## src/rtl/memory_port_arbiter.sv

```systemverilog
// Round-robin arbiter sharing one memory port between fetch and load/store.
// One transaction in flight; a timer forces an error completion on a dead slave.
module memory_port_arbiter #(
  parameter int XLEN           = 32,
  parameter int TIMEOUT_CYCLES = 255
) (
  input  logic              i_Clock,
  input  logic              i_Reset,
  input  logic              i_Ifetch_Req,
  input  logic [XLEN-1:0]   i_Ifetch_Addr,
  output logic [XLEN-1:0]   o_Ifetch_Data,
  output logic              o_Ifetch_Done,
  input  logic              i_Data_Req,
  input  logic [XLEN-1:0]   i_Data_Addr,
  input  logic              i_Data_Write_Enable,
  input  logic [XLEN-1:0]   i_Data_Write_Data,
  input  logic [XLEN/8-1:0] i_Data_Strobe,
  output logic [XLEN-1:0]   o_Data_Read_Data,
  output logic              o_Data_Done,
  output logic              o_Error,
  output logic              o_Mem_Req_Valid,
  input  logic              i_Mem_Req_Ready,
  output logic [XLEN-1:0]   o_Mem_Addr,
  output logic              o_Mem_Write_Enable,
  output logic [XLEN-1:0]   o_Mem_Write_Data,
  output logic [XLEN/8-1:0] o_Mem_Strobe,
  input  logic              i_Mem_Resp_Valid,
  input  logic [XLEN-1:0]   i_Mem_Resp_Data,
  input  logic              i_Mem_Resp_Error,
  output logic              o_Busy,
  output logic              o_Grant
);

  localparam int SW = XLEN / 8;
  localparam int TW = $clog2(TIMEOUT_CYCLES + 1);

  typedef enum logic [1:0] {
    IDLE,
    ISSUE,
    WAIT_RESP,
    DONE
  } state_t;

  state_t          state_q;
  logic [TW-1:0]   timer_q;
  logic            last_q;
  logic            grant_q;
  logic            req_valid_q;
  logic [XLEN-1:0] addr_q;
  logic            we_q;
  logic [XLEN-1:0] wdata_q;
  logic [SW-1:0]   strb_q;
  logic [XLEN-1:0] fdata_q;
  logic [XLEN-1:0] ddata_q;
  logic            fdone_q;
  logic            ddone_q;
  logic            err_q;

  logic            grant_d;
  logic            tmo_d;
  logic            fin_d;
  logic            fin_err_d;
  logic [XLEN-1:0] fin_data_d;

  // Tie goes to whoever did not win last time.
  always_comb begin
    grant_d = i_Data_Req;
    if (i_Ifetch_Req && i_Data_Req) begin
      grant_d = ~last_q;
    end
  end

  // A real accept or response in the timeout cycle wins over the timeout.
  always_comb begin
    tmo_d      = (timer_q >= TW'(TIMEOUT_CYCLES - 1));
    fin_d      = 1'b0;
    fin_err_d  = 1'b1;
    fin_data_d = '0;
    if (state_q == ISSUE) begin
      fin_d = ~i_Mem_Req_Ready & tmo_d;
    end else if (state_q == WAIT_RESP) begin
      fin_d = i_Mem_Resp_Valid | tmo_d;
      if (i_Mem_Resp_Valid) begin
        fin_err_d  = i_Mem_Resp_Error;
        fin_data_d = i_Mem_Resp_Data;
      end
    end
  end

  always_ff @(posedge i_Clock) begin
    if (i_Reset) begin
      state_q     <= IDLE;
      timer_q     <= '0;
      last_q      <= 1'b1;
      grant_q     <= 1'b0;
      req_valid_q <= 1'b0;
      addr_q      <= '0;
      we_q        <= 1'b0;
      wdata_q     <= '0;
      strb_q      <= '0;
      fdata_q     <= '0;
      ddata_q     <= '0;
      fdone_q     <= 1'b0;
      ddone_q     <= 1'b0;
      err_q       <= 1'b0;
    end else begin
      fdone_q <= 1'b0;
      ddone_q <= 1'b0;
      err_q   <= 1'b0;
      case (state_q)
        IDLE: begin
          if (i_Ifetch_Req || i_Data_Req) begin
            state_q     <= ISSUE;
            timer_q     <= '0;
            grant_q     <= grant_d;
            last_q      <= grant_d;
            req_valid_q <= 1'b1;
            addr_q      <= grant_d ? i_Data_Addr : i_Ifetch_Addr;
            we_q        <= grant_d & i_Data_Write_Enable;
            wdata_q     <= grant_d ? i_Data_Write_Data : '0;
            strb_q      <= grant_d ? i_Data_Strobe : '0;
          end
        end
        ISSUE, WAIT_RESP: begin
          timer_q <= timer_q + TW'(1);
          if (fin_d) begin
            state_q     <= DONE;
            req_valid_q <= 1'b0;
            err_q       <= fin_err_d;
            if (grant_q) begin
              ddone_q <= 1'b1;
              ddata_q <= fin_data_d;
            end else begin
              fdone_q <= 1'b1;
              fdata_q <= fin_data_d;
            end
          end else if (state_q == ISSUE && i_Mem_Req_Ready) begin
            state_q     <= WAIT_RESP;
            req_valid_q <= 1'b0;
          end
        end
        DONE: begin
          state_q <= IDLE;
        end
        default: begin
          state_q <= IDLE;
        end
      endcase
    end
  end

  assign o_Ifetch_Data      = fdata_q;
  assign o_Ifetch_Done      = fdone_q;
  assign o_Data_Read_Data   = ddata_q;
  assign o_Data_Done        = ddone_q;
  assign o_Error            = err_q;
  assign o_Mem_Req_Valid    = req_valid_q;
  assign o_Mem_Addr         = addr_q;
  assign o_Mem_Write_Enable = we_q;
  assign o_Mem_Write_Data   = wdata_q;
  assign o_Mem_Strobe       = strb_q;
  assign o_Busy             = (state_q != IDLE);
  assign o_Grant            = grant_q;

endmodule

```

## config.mk

```make
export PLATFORM = sky130hd
export DESIGN_NAME = memory_port_arbiter
export DESIGN_NICKNAME = d
export VERILOG_FILES = /design/src/rtl/memory_port_arbiter.sv
export SDC_FILE = /design/constraint.sdc
export NUM_CORES = 1
export LEC_CHECK = 0
export ABC_AREA = 1
export BUFFER_PORTS_ARGS = -buffer_cell sky130_fd_sc_hd__buf_2
export CAP_MARGIN = 20
export CELL_PAD_IN_SITES_DETAIL_PLACEMENT = 1
export CELL_PAD_IN_SITES_GLOBAL_PLACEMENT = 1
export CORE_MARGIN = 2
export CORE_UTILIZATION = 35
export CTS_CLUSTER_DIAMETER = 60
export DETAILED_ROUTE_END_ITERATION = 6
export PLACE_DENSITY = 0.87
export SLEW_MARGIN = 20
export SYNTH_ARGS = -nofsm -noshare
export SYNTH_HDL_FRONTEND = slang
export SYNTH_SLANG_ARGS = --single-unit
```

## constraint.sdc

```tcl
create_clock -name i_Clock -period 2.6 [get_ports i_Clock]
set_input_delay 0.13 -clock i_Clock [delete_from_list [all_inputs] [get_ports i_Clock]]
set_output_delay 0.13 -clock i_Clock [all_outputs]
set_load 0.1 [all_outputs]
```

* After elaboration in Yosys (flattened, before gate mapping)
Index checks and enable logic that the tools add are counted.
Operators by class: mux-type cells 24, eq/ne operators 5, add/subtract/negate cells 1, bitwise operators 8, reduce and logical (&&, ||, !) cells 14, $lt $le $gt $ge 1
Operator list (count):
- $mux 32 | 5
- $pmux 8 s2 | 1
- $mux 1 | 11
- $reduce_and 3->1 | 3
- $add 8x1->8 const B | 1
- $ge 8x8->1 const B | 1
- $mux 8 | 1
- $mux 2 | 3
- $pmux 2 s3 | 1
- $reduce_and 2->1 | 3
- $not 1->1 | 5
- $eq 2x2->1 const B | 2
- $mux 4 | 1
- $reduce_bool 2->1 | 2
- $ne 3x3->1 const B | 1
- $reduce_or 3->1 | 1
- $and 1x1->1 | 2
- $eq 2x1->1 const B | 1
- $logic_and 1x1->1 | 2
- $logic_not 2->1 | 1
- $ne 2x2->1 const B | 1
- $pmux 1 s2 | 1
- $reduce_or 2->1 | 1
- $logic_or 1x1->1 | 1
- $or 1x1->1 | 1
Storage, ports and cells: logic and storage cells 67, register bits 149

* Depth between registers and ports, before layout
Gate-level depths: netlist of run 1.
depth after elaboration 6, gate-level depth with buffers 12, mapped depth without buffers 12

* Worst setup path after synthesis of run 1
No wires, ideal clock.
path type register to register, from register grant_q (netlist: o_Grant), to register fdata_q[26] (netlist: o_Ifetch_Data[26]), path slack 0.548 ns, setup time 0.070 ns, stages on the path, launching flop included 7, data arrival time 1.981 ns, data required time 2.530 ns, cells stage by stage dfxtp_1 > buf_2 > inv_1 > nand4_1 > clkbuf_1 > nand2_1 > a21oi_1
Between the ends: cells in the longest elaborated chain, start to end 2
RTL lines:
- start, declared | line 47 | logic grant_q;
- start signal, assigned | line 115 | grant_q <= grant_d;
- $not 1->1 (no source line)
- $reduce_and 3->1 (no source line)
- end signal, assigned | line 135 | fdata_q <= fin_data_d;
- end, declared | line 53 | logic [XLEN-1:0] fdata_q;
Every way passes these cells. A chain may end at the register's enable or synchronous reset.

* Worst setup path in the final report of run 1
from register state_q[0], to register addr_q[1] (netlist: o_Mem_Addr[1])
Between the ends: cells in the longest elaborated chain, start to end 2
RTL lines:
- start, declared | line 44 | state_t state_q;
- start signal, assigned | line 92 | state_q <= IDLE;
- start signal, assigned | line 113 | state_q <= ISSUE;
- start signal, assigned | line 127 | state_q <= DONE;
- $logic_not 2->1 | line 110 | case (state_q)
- $reduce_and 2->1 (no source line)
- end signal, assigned | line 118 | addr_q <= grant_d ? i_Data_Addr : i_Ifetch_Addr;
- end, declared | line 49 | logic [XLEN-1:0] addr_q;
Every way passes these cells.

==> results of run 1 <==
-- cell usage in the layout, fill, tap and decap left out, types with 5 or more instances in the layout --
cell / synthesis / layout
buf_4: 0 / 13
o21ai_0: 37 / 37
nand2_1: 197 / 197
dlygate4sd3_1: 0 / 93
buf_2: 13 / 277
inv_1: 45 / 45
clkbuf_16: 0 / 17
nor2_1: 48 / 48
a31oi_1: 32 / 32
nand3_1: 106 / 106
ha_1: 5 / 5
a21oi_1: 112 / 112
dfxtp_1: 149 / 149
-- power by group through the flow --
stage	Clock, mW	Combinational, mW	Sequential, mW
final	2.56	4.39	2.79
after global routing	2.70	4.59	2.81
after CTS	2.58	4.23	2.75
after detailed placement	0	3.95	2.79
after global placement	0	3.90	2.78
after floorplan	0	1.17	4.80
-- sequential cells by signal, summed over array words and instances, names as in the netlist --
| signal | cells |
|---|---|
| o_Ifetch_Done | 1 |
| o_Data_Done | 1 |
| timer_q | 8 |
| o_Mem_Write_Data | 32 |
| o_Ifetch_Data | 32 |
| o_Mem_Write_Enable | 1 |
| o_Data_Read_Data | 32 |
| state_q | 2 |
| o_Mem_Addr | 32 |
| o_Grant | 1 |
| o_Error | 1 |
| o_Mem_Strobe | 4 |
| last_q | 1 |
| o_Mem_Req_Valid | 1 |
-- what timing repair did --
| action | CTS | global route |
|---|---|---|
| setup endpoints to repair | 0 | 30 |
| hold buffers | 93 | 0 |
| hold endpoints to repair | 63 | 0 |
| resized for setup | 0 | 4 |
-- cell type report --
| class | count | share of cell area (%) |
|---|---|---|
| tap | 220 | 3.02 |
| antenna | 2 | 0.0550 |
| sequential | 149 | 32.8 |
| multi-input combinational | 549 | 28.2 |
| clock inverter | 14 | 1.83 |
| clock buffer | 18 | 4.82 |
| inverter | 48 | 1.98 |
| timing repair buffer | 387 | 27.3 |
-- cells by family after synthesis --
logic type      after synthesis
flops                       149
buf+inv                     111
simple gates                358
fa+ha+maj                     5
compound gates              186
-- layer usage --
metal	track usage [%]	vias up	share of wire (%)
met1	32.3	3504	37
met5	0	-	0
met3	6.85	96	7.0
met2	53.4	353	51
li1	-	3365	-
met4	15.9	0	5.0
-- worst max-delay path by stage --
stage,endpoint,cells past startpoint
global route,o_Mem_Addr[0]$_SDFFE_PP0P_,8
global placement,timer_q[6]$_SDFFE_PP0P_,9
finish,o_Mem_Addr[1]$_SDFFE_PP0P_,8
detailed placement,timer_q[6]$_SDFFE_PP0P_,9
CTS,o_Mem_Addr[27]$_SDFFE_PP0P_,8
floorplan,o_Ifetch_Data[26]$_SDFFE_PP0P_,6
-- per-stage QoR --
step	hold WS (ns)	TNS (ns)	worst slack (ns)
2_1_floorplan	0.291	0	0.548
3_3_place_gp	0.397	0	0.792
3_5_place_dp	0.406	0	0.686
4_1_cts	0.00117	0	0.178
5_1_grt	0.0215	-0.000385	-0.000385
6_report	0.0313	0	0.141
-- critical path, stage by stage (launching register included) --
cell,delay [ns]
dfxtp_1,0.32
inv_1,0.10
ha_1,0.30
o21ai_4,0.21
inv_1,0.17
buf_12,0.25
o21ai_0,0.15
a31oi_1,0.28
dlygate4sd3_1,0.61
==> flow_metrics.py, run 1 <==
metrics = {
    "setup_path": {
        "crit_required_ns": 2.97,
        "crit_start": "state_q[0]$_SDFFE_PP0P_",
        "criticalPathCategory": "flop to flop",
        "cp.arrival_ns": 2.83,
        "cp_max_fo": 64,
        "worst_r2r_endpoint": "o_Mem_Addr[1]$_SDFFE_PP0P_",
        "worst_setup_path_end_kind": "flop",
        "regToRegSetupSlack_ns": 0.14,
        "ff2ff_path_depth": 8,
        "startpoint_type": "flop",
        "r2r-start": "state_q[0]$_SDFFE_PP0P_",
    },
    "hold_path": {
        "min_path_cells": 3,
        "min_from": "i_Data_Write_Data[30]",
        "hold_class": "input port to flop",
        "min_to": "o_Mem_Write_Data[30]$_SDFFE_PP0P_",
    },
    "synth": {
        "syn_nets": 954,
        "ys_types": 23,
        "synth-xor-area-share_pct": 0,
        "synth.top_cells.by_count": "197 x nand2_1, 149 x dfxtp_1, 112 x a21oi_1",
        "synth_most_common_cell": "nand2_1",
        "syn_avg_cell_area_um2": 7.44,
        "muxShareOfSynthArea_pct": 0,
        "synth_edf_count": 0,
        "synth_async_sr_flop_share_pct": 0,
        "yosysTopAreaCell": "dfxtp_1",
        "synth-seq-cells": 149,
        "yosys_most_used_dff": "dfxtp_1",
        "synth.top_cell.area_share_pct": 49.5,
        "synth_area_leaders": "dfxtp_1 50%, nand2_1 12%, a21oi_1 9.3%",
        "synth_fa_ha_area_share_pct": 1.04,
        "syn-cell-area_um2": 6020,
        "synth_compound_area_share_pct": 16.4,
        "netlist_instances": 809,
        "ys_warn_count": 0,
        "synthSimpleGateAreaFrac_pct": 25.1,
        "synth_top_family_by_area": "simple AND/OR/NAND/NOR gates",
        "yosysSeqAreaShare_pct": 49.5,
    },
    "timing": {
        "period_needed_ns": 2.46,
        "fmax_ghz": 0.407,
        "fin_skew_ns": 0.0145,
        "tightest_slew_ns": 0.824,
        "maxSlewHeadroom_pct": 45.1,
        "timing.final.hold_violations": 0,
        "fin_crit_sh_pct": 94.6,
        "setup_violations": 0,
        "drv_slew": 0,
    },
    "floorplanning": {
        "pin_count": 279,
        "die_h_um": 135,
        "fp-row-count": 47,
        "core-area_um2": 16700,
        "start_util_pct": 36.1,
        "design.die.area_um2": 18300,
        "die_w_um": 135,
    },
    "layout": {
        "regArea_um2": 2980,
        "design_area_um2": 9100,
        "syn2layout_area_growth_pct": 51.2,
        "utilization_pct": 54.5,
        "final_cells": 1387,
        "n_fill_cell": 2073,
        "final_net_count": 1297,
        "layout-drive-gt1-share_pct": 28.8,
        "multi_input_area_um2": 2570,
    },
    "power_and_ir_drop": {
        "pwr-share-clk_pct": 26.3,
        "pwr-share-comb_pct": 45.1,
        "p_sw_share_pct": 49.2,
        "internal_power_mw": 4.95,
        "power_mw": 9.74,
        "irDropWorstVdd_mv": 0.639,
        "cellPowerDensity_nw_per_um2": 1070,
        "p_seq_share_pct": 28.7,
        "p_leak_nw": 4.24,
        "p_switching_mw": 4.79,
    },
    "status": {
        "status": "completed",
    },
    "clocking": {
        "cts_tree": "done",
        "htree_num_levels": 4,
        "clock_path_buffers": 2,
        "clock-sinks": 149,
        "cts_made_buffers": 17,
        "cts-root-buf": "clkbuf_16",
        "path_clk_slew_ns": 0.08,
        "insertion_delay_ns": 0.42,
        "post_cts_buffers": 0,
    },
    "grt": {
        "grt_max_degree": 109,
        "grt_pass1_vias": 7770,
        "antenna_found_initial": 1,
        "grt_usage_pct": 29.7,
        "grt_remaining_overflow": 0,
        "grt_first_pass_wirelength_mm": 42.0,
    },
    "drt": {
        "drt_iter0_markers": 422,
        "drt-total-wl_mm": 27.1,
        "num_vias": 7318,
        "wl_per_cell_um": 19.5,
        "ant_nets": 0,
        "drc": 0,
        "first_pass_iters": 5,
        "via_per_inst": 5.28,
    },
    "job": {
        "drv_cap": 0,
    },
    "placed_design": {
        "port-buffer-count": 278,
        "gp_congestion": 0.812,
        "hpwl_mm": 15.3,
        "dp_cells": 1260,
        "postPlaceCellArea_um2": 7550,
    },
}
Note: power is estimated with default switching activity, not from simulation.
==> inputs of run 2 (changes only) <==
Settings changed: CORE_UTILIZATION 35 to 29, PLACE_DENSITY 0.87 to 0.77.
Clock period 2.6 ns to 2 ns, I/O delays scaled along.
==> flow_metrics.py, run 2 (synthesized netlist as in run 1, its figures left out) <==
metrics = {
    "drt": {
        "wl_per_cell_um": 17.2,
        "drt-total-wl_mm": 24.9,
        "via_per_inst": 4.81,
        "num_vias": 6947,
        "drc": 0,
        "drt_iter0_markers": 273,
        "ant_nets": 0,
        "first_pass_iters": 4,
    },
    "grt": {
        "grt_max_degree": 109,
        "antenna_found_initial": 1,
        "grt_first_pass_wirelength_mm": 39.0,
        "grt_remaining_overflow": 0,
        "grt_usage_pct": 22.4,
        "grt_pass1_vias": 7371,
    },
    "floorplanning": {
        "fp-row-count": 52,
        "die_h_um": 148,
        "design.die.area_um2": 21900,
        "die_w_um": 148,
        "start_util_pct": 29.7,
        "core-area_um2": 20300,
        "pin_count": 279,
    },
    "setup_path": {
        "startpoint_type": "flop",
        "worst_setup_path_end_kind": "primary output",
        "regToRegSetupSlack_ns": 0.23,
        "ff2ff_path_depth": 9,
        "cpPeakStageDelay_ns": 0.36,
        "cp_slowest_cell": "clkbuf_4",
        "cp_max_fo": 13,
        "cp.arrival_ns": 1.76,
        "criticalPathCategory": "flop to primary output",
        "worst_r2r_endpoint": "o_Ifetch_Data[28]$_SDFFE_PP0P_",
        "crit_chain": "inv_1 -> ha_1 -> buf_4 -> inv_1 -> clkbuf_4",
        "critPathMostFrequentCell": "inv_1",
        "crit_required_ns": 1.90,
        "r2r-start": "state_q[1]$_SDFFE_PP0P_",
    },
    "clocking": {
        "clock-sinks": 149,
        "cts_made_buffers": 17,
        "cts_tree": "done",
        "htree_num_levels": 4,
        "insertion_delay_ns": 0.43,
        "clock_path_buffers": 2,
        "cts-root-buf": "clkbuf_16",
        "path_clk_slew_ns": 0.06,
        "post_cts_buffers": 0,
    },
    "timing": {
        "drv_slew": 0,
        "timing.final.hold_violations": 0,
        "setup_violations": 0,
        "fin_skew_ns": 0.00850,
        "maxSlewHeadroom_pct": 64.3,
        "rsz0062_at_grt": "false",
        "setup_tns_ns": 0,
        "fin_crit_sh_pct": 93.1,
        "fmax_ghz": 0.537,
        "period_needed_ns": 1.86,
        "tightest_slew_ns": 0.540,
    },
    "hold_path": {
        "min_to": "o_Data_Read_Data[27]$_SDFFE_PP0P_",
        "min_from": "i_Mem_Resp_Data[27]",
        "hold_class": "input port to flop",
        "min_path_cells": 5,
    },
    "power_and_ir_drop": {
        "irDropWorstVdd_mv": 0.755,
        "cellPowerDensity_nw_per_um2": 1330,
        "p_leak_nw": 4.23,
        "power_mw": 12.2,
    },
    "layout": {
        "diodes": 0,
        "final_net_count": 1307,
        "final_cell_mix": "276 x buf_2, 197 x nand2_1, 148 x dfxtp_1, 112 x a21oi_1, 106 x nand3_1",
        "layout-drive-gt1-share_pct": 28.9,
        "syn2layout_area_growth_pct": 53.1,
        "utilization_pct": 45.4,
        "final_common_cell": "buf_2",
        "n_fill_cell": 2567,
    },
    "placed_design": {
        "gp_congestion": 0.750,
        "hpwl_mm": 15.1,
        "port-buffer-count": 278,
    },
    "status": {
        "status": "completed",
    },
    "job": {
        "drv_cap": 0,
    },
}
==> run 2: cell types whose count changed in the layout (fill, tap and decap cells not counted), moves of 2 or more <==
cell / change
buf_4: +5
dlygate4sd3_1: +5
clkbuf_1: +2
diode_2: -2
inv_6: +2
inv_8: -2
==> run 2: what timing repair did <==
| item | CTS | global route |
|---|---|---|
| endpoints found under the setup margin | 0 | 9 |
| hold endpoints to repair | 66 | 0 |
| resized for setup | 0 | 2 |
| hold buffers | 98 | 0 |
==> run 2: critical path, delay by kind of cell (launching register included) <==
family | cells | cell delay, ns
adder cells (fa/ha/maj) | 1 | 0.24
buffers and inverters | 4 | 0.76
flip-flops | 1 | 0.34
==> run 2: metal layers <==
layer  part of all wire (%)  GRT usage, %  up-vias
met1                     41          25.9     3248
met2                     49          38.7      267
li1                       -             -     3387
met4                    2.5          8.71        2
met3                    7.6          6.78       43
met5                  0.052             0        -
==> run 2: power breakdown <==
| part | total, mW | internal (mW) | switching (mW) |
|---|---|---|---|
| clock | 3.18 | 1.81 | 1.36 |
| combinational | 5.45 | 1.01 | 4.44 |
| sequential | 3.60 | 3.37 | 0.228 |
==> run 2: worst max path at each step <==
stage / cells past startpoint / end / slack [ns] / startpoint
2_1_floorplan: 8 / state_q[0]$_SDFFE_PP0P_ / 0.07 / state_q[0]$_SDFFE_PP0P_
3_3_place_gp: 9 / o_Ifetch_Data[29]$_SDFFE_PP0P_ / 0.32 / state_q[1]$_SDFFE_PP0P_
3_5_place_dp: 10 / o_Data_Read_Data[15]$_SDFFE_PP0P_ / 0.23 / timer_q[0]$_SDFFE_PP0P_
4_1_cts: 5 / o_Busy / 0.02 / state_q[0]$_SDFFE_PP0P_
5_1_grt: 9 / o_Ifetch_Data[26]$_SDFFE_PP0P_ / 0.01 / state_q[1]$_SDFFE_PP0P_
6_report: 5 / o_Busy / 0.14 / state_q[0]$_SDFFE_PP0P_
==> run 2: per-stage QoR <==
| step | cells | instance area (um2) | worst slack (ns) | hold slack (ns) |
|---|---|---|---|---|
| finish | 1445 | 9220 | 0.138 | 0.0282 |
| global route | 1445 | 9220 | 0.0112 | 0.00709 |
| CTS | 1445 | 9220 | 0.0168 | 0.00491 |
| detailed placement | 1315 | 7660 | 0.231 | 0.374 |
| global placement | 1315 | 7660 | 0.322 | 0.368 |
| floorplan | 809 | 6020 | 0.0719 | 0.261 |
==> run 2: layout make-up <==
type | instances | area, um2 | share of cell area [%]
Sequential cell | 149 | 2980 | 32.4
Timing Repair Buffer | 397 | 2580 | 27.9
Tap cell | 270 | 338 | 3.66
Clock inverter | 11 | 115 | 1.25
Clock buffer | 21 | 460 | 4.99
Multi-Input combinational cell | 549 | 2570 | 27.9
Inverter | 48 | 180 | 1.95
